**src/rtl/dmem_arbiter_pkg.sv**
```systemverilog
// Shared types and encodings for the data-memory arbiter and its winner-select helper.
// Optional feature macro DMEM_ARB_PERF_EN is consumed by dmem_arbiter, not here.
package dmem_arbiter_pkg;

  typedef enum logic [1:0] {
    ST_IDLE  = 2'd0,
    ST_ISSUE = 2'd1,
    ST_RESP  = 2'd2
  } state_e;

  typedef logic owner_t;

  localparam owner_t OWN_CPU = 1'b0;
  localparam owner_t OWN_DBG = 1'b1;

  localparam int STARVE_W = 4;

  function automatic logic is_arb_state(input state_e s);
    return (s == ST_IDLE) || (s == ST_RESP);
  endfunction

endpackage

```
**src/rtl/dmem_arb_pick.sv**
```systemverilog
// Combinational winner select: CPU has priority unless debug has starved for STARVE_LIMIT
// arbitrations. A winner always exists whenever at least one request is present.
module dmem_arb_pick
  import dmem_arbiter_pkg::*;
#(
  parameter int STARVE_LIMIT = 4
) (
  input  logic                cpu_req,
  input  logic                dbg_req,
  input  logic [STARVE_W-1:0] starve_cnt,
  output logic                win_valid,
  output owner_t              win_owner
);

  localparam logic [STARVE_W-1:0] LIMIT = STARVE_W'(STARVE_LIMIT);

  logic starved;

  assign starved = (starve_cnt == LIMIT);

  always_comb begin
    win_valid = cpu_req | dbg_req;
    win_owner = OWN_CPU;
    // A forced debug win only makes sense while debug is still asking.
    if (dbg_req && (starved || !cpu_req)) begin
      win_owner = OWN_DBG;
    end
  end

endmodule

```
**src/rtl/dmem_arbiter.sv**
```systemverilog
// Two-requester arbiter (CPU, debug/loader) in front of a 1-cycle synchronous data RAM.
// Define DMEM_ARB_PERF_EN to add the conflict_cnt / dbg_wait_cnt performance counters.
//
// state    | meaning
// ---------+-----------------------------------------------------------
// ST_IDLE  | no access in flight; arbitrate, grant winner
// ST_ISSUE | memory cycle for the registered request (mem_en high)
// ST_RESP  | owner's rvalid; arbitrate again for back-to-back access
module dmem_arbiter
  import dmem_arbiter_pkg::*;
#(
  parameter int AW           = 10,
  parameter int DW           = 32,
  parameter int STARVE_LIMIT = 4
) (
  input  logic          clk,
  input  logic          rst,

  input  logic          cpu_req,
  input  logic          cpu_we,
  input  logic [AW-1:0] cpu_addr,
  input  logic [DW-1:0] cpu_wdata,
  output logic          cpu_gnt,
  output logic          cpu_rvalid,
  output logic [DW-1:0] cpu_rdata,

  input  logic          dbg_req,
  input  logic          dbg_we,
  input  logic [AW-1:0] dbg_addr,
  input  logic [DW-1:0] dbg_wdata,
  output logic          dbg_gnt,
  output logic          dbg_rvalid,
  output logic [DW-1:0] dbg_rdata,

`ifdef DMEM_ARB_PERF_EN
  output logic [31:0]   conflict_cnt,
  output logic [31:0]   dbg_wait_cnt,
`endif

  output logic          mem_en,
  output logic          mem_we,
  output logic [AW-1:0] mem_addr,
  output logic [DW-1:0] mem_wdata,
  input  logic [DW-1:0] mem_rdata
);

  localparam logic [STARVE_W-1:0] LIMIT = STARVE_W'(STARVE_LIMIT);

  state_e              state_q,      state_d;
  owner_t              owner_q,      owner_d;
  logic                req_we_q,     req_we_d;
  logic [AW-1:0]       req_addr_q,   req_addr_d;
  logic [DW-1:0]       req_wdata_q,  req_wdata_d;
  logic [STARVE_W-1:0] starve_cnt_q, starve_cnt_d;

  logic   arb_cycle;
  logic   win_valid;
  owner_t win_owner;

  // Grants are combinational from the request inputs, so hold them off while reset is asserted.
  assign arb_cycle = rst && is_arb_state(state_q);

  dmem_arb_pick #(
    .STARVE_LIMIT (STARVE_LIMIT)
  ) u_pick (
    .cpu_req    (cpu_req),
    .dbg_req    (dbg_req),
    .starve_cnt (starve_cnt_q),
    .win_valid  (win_valid),
    .win_owner  (win_owner)
  );

  always_comb begin
    state_d      = state_q;
    owner_d      = owner_q;
    req_we_d     = req_we_q;
    req_addr_d   = req_addr_q;
    req_wdata_d  = req_wdata_q;
    starve_cnt_d = starve_cnt_q;
    cpu_gnt      = 1'b0;
    dbg_gnt      = 1'b0;

    case (state_q)
      ST_IDLE, ST_RESP: begin
        state_d = ST_IDLE;
        if (arb_cycle && win_valid) begin
          state_d = ST_ISSUE;
          owner_d = win_owner;
          if (win_owner == OWN_DBG) begin
            dbg_gnt     = 1'b1;
            req_we_d    = dbg_we;
            req_addr_d  = dbg_addr;
            req_wdata_d = dbg_wdata;
          end else begin
            cpu_gnt     = 1'b1;
            req_we_d    = cpu_we;
            req_addr_d  = cpu_addr;
            req_wdata_d = cpu_wdata;
          end
        end
      end
      ST_ISSUE: state_d = ST_RESP;
      default:  state_d = ST_IDLE;
    endcase

    // A pending debug request that lost this arbitration moves one step closer to a forced win.
    if (!dbg_req || dbg_gnt) begin
      starve_cnt_d = '0;
    end else if (arb_cycle && (starve_cnt_q != LIMIT)) begin
      starve_cnt_d = starve_cnt_q + 1'b1;
    end
  end

  always_ff @(posedge clk or negedge rst) begin
    if (!rst) begin
      state_q      <= ST_IDLE;
      owner_q      <= OWN_CPU;
      req_we_q     <= 1'b0;
      req_addr_q   <= '0;
      req_wdata_q  <= '0;
      starve_cnt_q <= '0;
    end else begin
      state_q      <= state_d;
      owner_q      <= owner_d;
      req_we_q     <= req_we_d;
      req_addr_q   <= req_addr_d;
      req_wdata_q  <= req_wdata_d;
      starve_cnt_q <= starve_cnt_d;
    end
  end

  always_comb begin
    mem_en     = 1'b0;
    mem_we     = 1'b0;
    mem_addr   = '0;
    mem_wdata  = '0;
    cpu_rvalid = 1'b0;
    dbg_rvalid = 1'b0;
    cpu_rdata  = '0;
    dbg_rdata  = '0;

    if (state_q == ST_ISSUE) begin
      mem_en    = 1'b1;
      mem_we    = req_we_q;
      mem_addr  = req_addr_q;
      mem_wdata = req_wdata_q;
    end

    // Writes complete with zero data so a stale RAM output never leaks to the requester.
    if (state_q == ST_RESP) begin
      if (owner_q == OWN_DBG) begin
        dbg_rvalid = 1'b1;
        dbg_rdata  = req_we_q ? '0 : mem_rdata;
      end else begin
        cpu_rvalid = 1'b1;
        cpu_rdata  = req_we_q ? '0 : mem_rdata;
      end
    end
  end

`ifdef DMEM_ARB_PERF_EN
  logic [31:0] conflict_cnt_q, conflict_cnt_d;
  logic [31:0] dbg_wait_cnt_q, dbg_wait_cnt_d;

  always_comb begin
    conflict_cnt_d = conflict_cnt_q + 32'(arb_cycle && cpu_req && dbg_req);
    dbg_wait_cnt_d = dbg_wait_cnt_q + 32'(dbg_req && !dbg_gnt);
  end

  always_ff @(posedge clk or negedge rst) begin
    if (!rst) begin
      conflict_cnt_q <= '0;
      dbg_wait_cnt_q <= '0;
    end else begin
      conflict_cnt_q <= conflict_cnt_d;
      dbg_wait_cnt_q <= dbg_wait_cnt_d;
    end
  end

  assign conflict_cnt = conflict_cnt_q;
  assign dbg_wait_cnt = dbg_wait_cnt_q;
`endif

endmodule

```
**config.mk**
```make
export PLATFORM = sky130hd
export DESIGN_NAME = dmem_arbiter
export DESIGN_NICKNAME = d
export VERILOG_FILES = /design/src/rtl/dmem_arbiter_pkg.sv /design/src/rtl/dmem_arb_pick.sv /design/src/rtl/dmem_arbiter.sv
export SDC_FILE = /design/constraint.sdc
export NUM_CORES = 1
export LEC_CHECK = 0
export CAP_MARGIN = 0
export CORE_ASPECT_RATIO = 2
export CORE_UTILIZATION = 32
export CTS_BUF_LIST = sky130_fd_sc_hd__clkbuf_4
export DETAILED_ROUTE_END_ITERATION = 6
export GPL_ROUTABILITY_DRIVEN = 0
export PLACE_DENSITY = 0.8
export SLEW_MARGIN = 30
export SYNTH_ARGS = -nofsm -noshare
export SYNTH_HDL_FRONTEND = slang
export SYNTH_SLANG_ARGS = --single-unit
```
**constraint.sdc**
```tcl
create_clock -name clk -period 1.7 [get_ports clk]
set_input_delay 0.255 -clock clk [delete_from_list [all_inputs] [get_ports clk]]
set_output_delay 0.255 -clock clk [all_outputs]
set_load 0.005 [all_outputs]
```
Word-level counts from Yosys, hierarchy flattened
Index checks and enable logic that the tools add are counted.
{"block": "op_classes", "bitwise_logic": 1, "n_mux": 27, "n_reduce_logical": 13, "eq_ne": 4, "add_sub_neg": 1}
{"operator": "2-to-1 mux 32 bit", "count": 7}
{"operator": "2-to-1 mux 10 bit", "count": 2}
{"operator": "2-to-1 mux 1 bit", "count": 15}
{"operator": "2-to-1 mux 4 bit", "count": 2}
{"operator": "adder 4 x 1 -> 4 bit (second input constant)", "count": 1}
{"operator": "== test 4 x 3 -> 1 bit (second input constant)", "count": 1}
{"operator": "logical AND 1 bit", "count": 4}
{"operator": "inequality test 4 x 3 -> 1 bit (second input constant)", "count": 1}
{"operator": "one-hot mux 2 bit (2 select lines)", "count": 1}
{"operator": "logical OR 1 bit", "count": 3}
{"operator": "== test 2 x 1 -> 1 bit (second input constant)", "count": 1}
{"operator": "== test 2 bit (second input constant)", "count": 1}
{"operator": "zero test 1 bit", "count": 2}
{"operator": "zero test 2 bit", "count": 1}
{"operator": "AND reduction 2 bit", "count": 1}
{"operator": "nonzero test 2 bit", "count": 1}
{"operator": "OR reduction 2 bit", "count": 1}
{"operator": "OR 1 bit", "count": 1}
{"block": "word_totals", "output_inout_bits": 112, "reg_bits": 50}

Longest topological paths before layout
Gate-level depths: netlist (run 1).
{"block": "logic_depth", "depth_word": 9, "mapped_depth": 6, "ltp_nobuf": 5}

By module
A second synthesis (run 1) with hierarchy kept.
{"block": "hier_totals", "cells_unflattened": 384, "hier_area_um2": 3124.2}
{"module": "dmem_arbiter", "seq_area_each_um2": 1251.2, "cells_each": 381, "area_per_inst_um2": 3100.5, "instances": 1}
{"module": "dmem_arb_pick", "seq_area_each_um2": 0.0, "cells_each": 3, "area_per_inst_um2": 23.8, "instances": 1}

Worst setup path before layout (run 1)
OpenSTA, ideal clock, no wires.
{"block": "synth_path", "kind": "register to output", "start": "register starve_cnt_q[0]", "end": "output port dbg_gnt", "t_required_ns": 1.445, "path_stages_with_launch": 6, "path_slack_ns": 0.049, "path_buffers": 1, "arrival_ns": 1.396, "cell_sequence": "dfrtp_1 -> inv_1 -> ha_1 -> nand3b_1 -> a211oi_4 -> buf_6"}
{"block": "synth_via", "elab_chain_cells": 7}
{"element": "start, declared", "line": "dmem_arbiter.sv:54", "source": "logic [STARVE_W-1:0] starve_cnt_q, starve_cnt_d;"}
{"element": "start signal, assigned", "line": "dmem_arbiter.sv:128", "source": "starve_cnt_q <= starve_cnt_d;"}
{"element": "== test 4 x 3 -> 1 bit", "line": "dmem_arb_pick.sv:19", "source": "assign starved = (starve_cnt == LIMIT);"}
{"element": "logical OR 1 bit", "line": "dmem_arb_pick.sv:25", "source": "if (dbg_req && (starved || !cpu_req)) begin"}
{"element": "logical AND 1 bit", "line": "dmem_arb_pick.sv:25"}
{"element": "2-to-1 mux 1 bit", "line": "dmem_arb_pick.sv:25"}
{"element": "2-to-1 mux 1 bit", "line": "dmem_arbiter.sv:89", "source": "if (win_owner == OWN_DBG) begin"}
{"element": "2-to-1 mux 1 bit", "line": "dmem_arbiter.sv:86", "source": "if (arb_cycle && win_valid) begin"}
{"element": "2-to-1 mux 1 bit", "line": "dmem_arbiter.sv:83", "source": "case (state_q)"}
{"element": "end, declared", "line": "dmem_arbiter.sv:31", "source": "output logic dbg_gnt,"}
No other way between the ends.

Worst setup path after layout (run 1)
{"block": "layout_path", "start": "register state_q[0]", "end": "output port cpu_rdata[3]"}
{"block": "layout_via", "elab_chain_cells": 2}
{"element": "start, declared", "line": "dmem_arbiter.sv:49", "source": "state_e state_q, state_d;"}
{"element": "start signal, assigned", "line": "dmem_arbiter.sv:123", "source": "state_q <= state_d;"}
{"element": "== test 2 bit", "line": "dmem_arbiter.sv:150", "source": "if (state_q == ST_RESP) begin"}
{"element": "2-to-1 mux 32 bit", "line": "dmem_arbiter.sv:150"}
{"element": "end, declared", "line": "dmem_arbiter.sv:25", "source": "output logic [DW-1:0] cpu_rdata,"}
No other way between the ends.

==> metrics.md, run 1 <==
| Metric | Value |
|---|---|
| Longest Clk Path Bufs | 2 |
| CP Launch Type | flop |
| Final WS setup | -0.389 ns |
| Core Region | 9320 sq um |
| Syn Area/Cell | 8.96 sq um |
| Layout Utilization | 71.8% |
| First-pass GRT wire length | 21.6 mm |
| Via count of the first global-routing pass | 4,112 |
| WL final | 15.7 mm |
| Req. time, crit path | 1.44 ns |
| DRC violations left | 32 |
| Synthesis-to-finish area growth | 118% |
| Async SR Flop Fraction | 100% |
| CP max stage cell | dfrtp_1 |
| Post-synth EDFFs | 0 |
| IO Port Bufs | 233 |
| Hold Crit Class | in2async |
| TritonCTS clock tree | built |
| Comb pwr share | 42.9% |
| Starting DRT DRC Count | 265 |
| Core Rows | 50 |
| FF-to-FF Start | state_q[0] |
| Largest net degree at the start of global routing | 44 |
| Post-synthesis sequential area ratio | 40.7% |
| Largest family of logic cells by synthesized area | simple AND/OR/NAND/NOR gates |
| Ys flop type | dfrtp_1 |
| Yosys reg bits | 50 |
| CP endpoint kind | primary output |
| Syn_nets | 467 |
| Num ports | 234 |
| Max-cap viol count | 0 |
| Power per cell area | 582 nW/um^2 |
| CP max FO | 8 |
| Die footprint | 10,000 sq um |
| Worst hold margin | 0.406 ns |
| Antenna viol nets, final | 0 |
| Leakage | 0.00319 uW |
| Pin slew with the least headroom to its limit | 0.348 ns |
| Clk sinks | 50 |
| CP cell instances | or3b_4, buf_6, buf_16, nor2_1, buf_2 |
| Vias per cell | 5.49 |
| Die width | 71.3 microns |
| Outcome | complete, but fails checks |
| Commonest non-fill, non-tap cell in the layout | clkdlybuf4s50_1 |
| Most frequent cells in the layout | clkdlybuf4s50_1 (120), buf_6 (72), buf_2 (62), dfrtp_1 (50) |
| Post-Synth Adder-Cell Area | 0.814% |
| H-tree Lvls | 2 |
| Xor/xnor share of the synthesized area | 0% |
| Clock share of power | 18.6% |
| Final net count | 748 |
| Clock skew | 0.0192 ns |
| Crit Path Category | reg2out |
| Initial Utilization | 33.0% |
| Synth cell types | 31 |
| Sw frac | 31.2% |
| Delay of the slowest critical-path stage | 0.44 ns |
| Die Y | 141 microns |
| P_sw | 1210 uW |
| Crit path max-delay family | simple AND/OR/NAND/NOR gates |
| Portion of netlist area occupied by mux cells | 0% |
| Final period utilization | 123% |
| Worst skew pair latency | 0.39 ns |
| Total CTS buffers | 5 |
| Failing checks | design-rule violations, negative setup slack |
| Tot Pwr | 3900 uW |
| Global route overflow | 0 |
| Initial antenna violation count | 1 |
| CP arrival | 1.83 ns |
| Syn. warnings | 0 |
| Clk root buf | clkbuf_4 |
| RSZ-0062 raised after global routing | true |
| Critical path startpoint | state_q[0] |
| Clock slew at reported path FFs | 0.17 ns |
| Slew headroom | 76.8% |
| Fin crit period | 2.09 ns |
| DRT Pass-1 Iters | 7 |
| DP Wirelength | 9.55 mm |
| Cell area after synthesis | 3070 sq um |
| Routed wire per std cell | 21.5 microns |
| Placement Cell Area | 5710 sq um |
| Cell count after synthesis | 343 |
| Final Max Tran Viols | 0 |
| Post-Synth Simple-Gate Area | 35.8% |
| Tot GR Track Use | 28.4% |
| Pint | 2680 uW |
| Final setup vio count | 156 |
| Routed vias | 4,006 |
| Peak VDD IR | 500 uV |
| Worst path buffer plus inverter count | 3 |
| Post-route cell area | 6690 sq um |
| Final hold vios | 0 |
| Ratio of cells with drive above 1 in the final layout | 49.8% |
| Compound-Gate Fraction of Synth Area | 16.9% |
| Reg power frac | 38.4% |
| FMAX | 479 MHz |
-- worst min-delay path, cell delays in order --
cell	delay, ns
buf_2	0.11
buf_4	0.12
dlygate4sd3_1	0.70
-- area by class of cell --
| class | instances | area, sq um |
|---|---|---|
| repair buffers | 306 | 3080 |
| fillers | 642 | 2630 |
| multi-input cells | 255 | 2120 |
| flip-flops and latches | 50 | 1250 |
| well taps | 104 | 130 |
| clock inverters | 3 | 43.8 |
| clock buffers | 5 | 37.5 |
| inverters | 6 | 27.5 |
| diodes | 1 | 2.50 |
-- stage by stage --
step | setup WS, ns | std cells | TNS [ns]
2_1_floorplan | 0.0488 | 343 | 0
3_3_place_gp | -0.303 | 682 | -20.77
3_5_place_dp | -0.294 | 682 | -24.22
4_1_cts | -0.349 | 724 | -34.40
5_1_grt | -0.417 | 730 | -41.58
6_report | -0.389 | 730 | -35.45
-- sequential cells by signal, summed over array words and instances (netlist names) --
signal        count
state_q           2
req_wdata_q      32
starve_cnt_q      4
req_we_q          1
owner_q           1
req_addr_q       10
-- cells in the mapped netlist (2+ instances only) --
library cell	number	area share, %
nor2_1	64	7.8
dfrtp_1	50	41
and2_1	44	9.0
and3_1	43	8.8
a221o_1	32	10
nand2b_1	32	6.5
clkbuf_1	26	3.2
a221o_2	11	4.0
inv_1	6	0.73
nand3_1	5	0.81
buf_6	4	1.5
nand2_1	3	0.37
a21oi_1	2	0.33
ha_1	2	0.81
nand3b_1	2	0.49
nand4b_1	2	0.57
-- logic make-up (layout without fill, tap and decap cells) --
group / after synthesis / after routing
AND/OR/NAND/NOR: 201 / 201
buffers and inverters: 38 / 320
AO/OA/AOI/OAI: 52 / 52
other: 0 / 1
flip-flops: 50 / 50
adder cells (fa/ha/maj): 2 / 2
-- repair_timing --
| item | CTS | global route |
|---|---|---|
| buffers inserted | 19 | 8 |
| cloned | 14 | 6 |
| pin swaps | 83 | 47 |
| hold buffers | 2 | 0 |
| resized for setup | 613 | 81 |
| endpoints found under the setup margin | 156 | 156 |
| hold endpoints to repair | 5 | 0 |
-- power groups by stage --
| stage | registers [uW] | logic [uW] | clock network, uW |
|---|---|---|---|
| final | 1500 | 1670 | 725 |
| after global routing | 1510 | 1760 | 778 |
| after CTS | 1480 | 1560 | 742 |
| after detailed placement | 1490 | 1250 | 0 |
| after global placement | 1480 | 1220 | 0 |
| after floorplan | 1460 | 507 | 0 |
-- worst paths after layout --
check	end	slack (ns)	depth (start not counted)
worst max-delay path	cpu_rdata[3]	-0.39	5
worst min-delay path	starve_cnt_q[2]	0.41	3
worst max register to register	req_addr_q[2]	-0.25	9
worst min register to register	req_wdata_q[13]	0.54	1
max in group asynchronous	req_wdata_q[27]	0.74	4
min in group clk	req_wdata_q[29]	0.47	2
-- layer usage --
layer,vias up,track usage (%),wire length (microns)
met1,1952,26.3,4890
met4,0,17.4,744
met5,-,0,0
met2,236,54.6,8860
li1,1777,-,-
met3,41,5.65,1220
No activity file was read; power rests on OpenSTA's default activity.
==> run 2: changes to the inputs <==
--- a/config.mk
+++ b/config.mk
@@ -9,8 +9,10 @@
 export CORE_ASPECT_RATIO = 2
 export CORE_UTILIZATION = 32
 export CTS_BUF_LIST = sky130_fd_sc_hd__clkbuf_4
+export CTS_CLUSTER_SIZE = 24
 export DETAILED_ROUTE_END_ITERATION = 6
 export GPL_ROUTABILITY_DRIVEN = 0
+export MAX_ROUTING_LAYER = met4
 export PLACE_DENSITY = 0.8
 export SLEW_MARGIN = 30
 export SYNTH_ARGS = -nofsm -noshare
==> metrics.md, run 2 (synthesized netlist as in run 1, its figures left out) <==
| Metric | Value |
|---|---|
| RR Endpoint | req_addr_q[2] (unchanged) |
| Leakage | 0.00320 uW (was 0.00319 uW) |
| Clock slew at reported path FFs | 0.16 ns (was 0.17 ns) |
| Setup TNS | -36.07 ns (was -35.45 ns) |
| Initial antenna violation count | 1 (unchanged) |
| Fillers | 641 (was 642) |
| Largest reg by FF count | req_wdata_q (unchanged) |
| Initial Utilization | 33.0% (unchanged) |
| Setup slack, reg-to-reg | -0.28 ns (was -0.25 ns) |
| FF/Latch Area | 1250 sq um (unchanged) |
| Antenna viol nets, final | 0 (unchanged) |
| CP cell instances | or3b_4, buf_6, buf_16, nor2_1, buf_2 (unchanged) |
| Worst skew pair latency | 0.39 ns (about the same) |
| Longest Clk Path Bufs | 2 (unchanged) |
| Fin crit period | 2.04 ns (was 2.09 ns) |
| Ratio of cells with drive above 1 in the final layout | 49.8% (about the same) |
| Clock share of power | 18.6% (about the same) |
| First-pass GRT wire length | 21.6 mm (about the same) |
| Commonest non-fill, non-tap cell in the layout | clkdlybuf4s50_1 (unchanged) |
| Num ports | 234 (unchanged) |
| Worst R2R Path Depth | 9 (unchanged) |
| DRT Pass-1 Iters | 7 (unchanged) |
| Clock skew | 0.0145 ns (was 0.0192 ns) |
| Routed wire per std cell | 21.2 microns (was 21.5 microns) |
| TritonCTS clock tree | built (unchanged) |
| Req. time, crit path | 1.44 ns (about the same) |
| Post-Place Worst Slack | -0.294 ns (unchanged) |
| Clk root buf | clkbuf_4 (unchanged) |
| FMAX | 490 MHz (was 479 MHz) |
| IO Port Bufs | 233 (unchanged) |
| CP max FO | 8 (unchanged) |
| Die footprint | 10,000 sq um (unchanged) |
| Clk sinks | 50 (unchanged) |
| Largest register FFs | 32 (unchanged) |
| Final WS setup | -0.342 ns (was -0.389 ns) |
| Final setup vio count | 156 (unchanged) |
| Pint | 2690 uW (was 2680 uW) |
| DRC violations left | 30 (was 32) |
| Placement Cell Area | 5710 sq um (unchanged) |
| CP max stage cell | dfrtp_1 (unchanged) |
| Tot Pwr | 3900 uW (about the same) |
| Die width | 71.3 microns (unchanged) |
| DP Wirelength | 9.55 mm (unchanged) |
| Global route overflow | 0 (unchanged) |
| GR Util met1 | 26.1% (was 26.3%) |
| RSZ-0062 raised after global routing | true (unchanged) |
| Reg power frac | 38.4% (about the same) |
| Slew headroom | 76.7% (was 76.8%) |
| Most frequent cells in the layout | clkdlybuf4s50_1 (120), buf_6 (72), buf_2 (62), dfrtp_1 (50) (unchanged) |
| H-tree Lvls | 2 (unchanged) |
| M3 GR Usage | 5.29% (was 5.65%) |
| Comb pwr share | 43.0% (was 42.9%) |
| Core Rows | 50 (unchanged) |
| Met2 usage | 55.0% (was 54.6%) |
| Worst path buffer plus inverter count | 3 (unchanged) |
| Synthesis-to-finish area growth | 119% (was 118%) |
| Outcome | complete, but fails checks (unchanged) |
| Multi-input logic area | 2120 sq um (unchanged) |
| Via count of the first global-routing pass | 4,123 (was 4,112) |
| Vias per cell | 5.48 (was 5.49) |
| Crit Path Category | reg2out (unchanged) |
| Final hold vios | 0 (unchanged) |
| Final net count | 749 (was 748) |
| CP Launch Type | flop (unchanged) |
| Total CTS buffers | 5 (unchanged) |
| FF-to-FF Start | state_q[0] (unchanged) |
| Power per cell area | 580 nW/um^2 (was 582 nW/um^2) |
| CP arrival | 1.79 ns (was 1.83 ns) |
| Registers with the most flip-flops | req_wdata_q x32, req_addr_q x10, starve_cnt_q x4 (unchanged) |
| Delay of the slowest critical-path stage | 0.44 ns (about the same) |
| Crit path max-delay family | simple AND/OR/NAND/NOR gates (unchanged) |
| Final period utilization | 120% (was 123%) |
| Failing checks | design-rule violations, negative setup slack (unchanged) |
| Routed vias | 4,004 (was 4,006) |
| Tot GR Track Use | 29.2% (was 28.4%) |
| WL final | 15.5 mm (was 15.7 mm) |
| CP endpoint kind | primary output (unchanged) |
| Final Max Tran Viols | 0 (unchanged) |
| Post-route cell area | 6720 sq um (was 6690 sq um) |
| Pin slew with the least headroom to its limit | 0.350 ns (was 0.348 ns) |
| Largest net degree at the start of global routing | 44 (unchanged) |
| Die Y | 141 microns (unchanged) |
| Peak VDD IR | 502 uV (was 500 uV) |
| Max-cap viol count | 0 (unchanged) |
| P_sw | 1210 uW (about the same) |
| Sw frac | 31.1% (was 31.2%) |
| Most Crowded Layer GR | met2 (unchanged) |
| Hold Crit Class | in2async (unchanged) |
| Core Region | 9320 sq um (unchanged) |
| Starting DRT DRC Count | 259 (was 265) |
==> run 2: cell types whose count changed in the layout (fill, tap and decap cells not counted) <==
cell | before | now
buf_12 | 11 | 10
buf_16 | 7 | 8
buf_8 | 2 | 3
==> run 2: metal layers <==
metal / routed length, microns / vias up
met5: 0 / -
li1: - / 1780
met4: 892 / 0
met2: 8620 / 243
met1: 4830 / 1927
met3: 1180 / 54
==> run 2: power groups by stage <==
| stage | logic [uW] | registers [uW] | clock network [uW] |
|---|---|---|---|
| global route | 1760 | 1510 | 777 |
| floorplan | 507 | 1460 | 0 |
| detailed placement | 1250 | 1490 | 0 |
| CTS | 1560 | 1480 | 742 |
| global placement | 1220 | 1480 | 0 |
| finish | 1680 | 1490 | 726 |
==> run 2: worst register-to-register path, stage by stage, from the launching register on <==
cell,delay [ns]
dfrtp_1,0.44
buf_6,0.13
buf_6,0.11
or2b_1,0.26
a211oi_4,0.26
buf_4,0.19
buf_12,0.15
buf_12,0.12
buf_16,0.11
a221o_2,0.15
==> run 2: worst max-delay path by stage <==
| stage | startpoint | to | slack [ns] | cells past startpoint |
|---|---|---|---|---|
| after detailed placement | owner_q | cpu_rdata[12] | -0.29 | 4 |
| after global placement | cpu_req | cpu_gnt | -0.30 | 4 |
| after CTS | state_q[0] | dbg_gnt | -0.35 | 5 |
| after floorplan | starve_cnt_q[0] | dbg_gnt | 0.05 | 5 |
| final | state_q[0] | cpu_rdata[2] | -0.34 | 5 |
| after global routing | state_q[0] | dbg_rdata[29] | -0.37 | 7 |
==> run 2: through the flow <==
stage | cells | utilization (%) | hold WS [ns]
floorplan | 343 | - | -0.0406
global placement | 682 | 61.2 | 0.197
detailed placement | 682 | 61.2 | 0.198
CTS | 724 | 67.9 | 0.374
global route | 731 | 72.1 | 0.404
finish | 731 | 72.1 | 0.397
==> run 2: final cells by class <==
type                    instances  share of cell area [%]
repair buffers                307                    46.2
multi-input cells             255                    31.6
flip-flops and latches         50                    18.6
well taps                     104                    1.94
clock inverters                 3                   0.652
clock buffers                   5                   0.559
inverters                       6                   0.410
diodes                          1                  0.0373
==> run 2: what timing repair did <==
| item | 4_1_cts | 5_1_grt |
|---|---|---|
| gates cloned | 14 | 6 |
| buffers inserted | 19 | 9 |
| hold buffers | 2 | 0 |
| resized for setup | 613 | 84 |
| endpoints found under the hold margin | 5 | 0 |
| endpoints found under the setup margin | 156 | 156 |
| pin swaps | 83 | 47 |
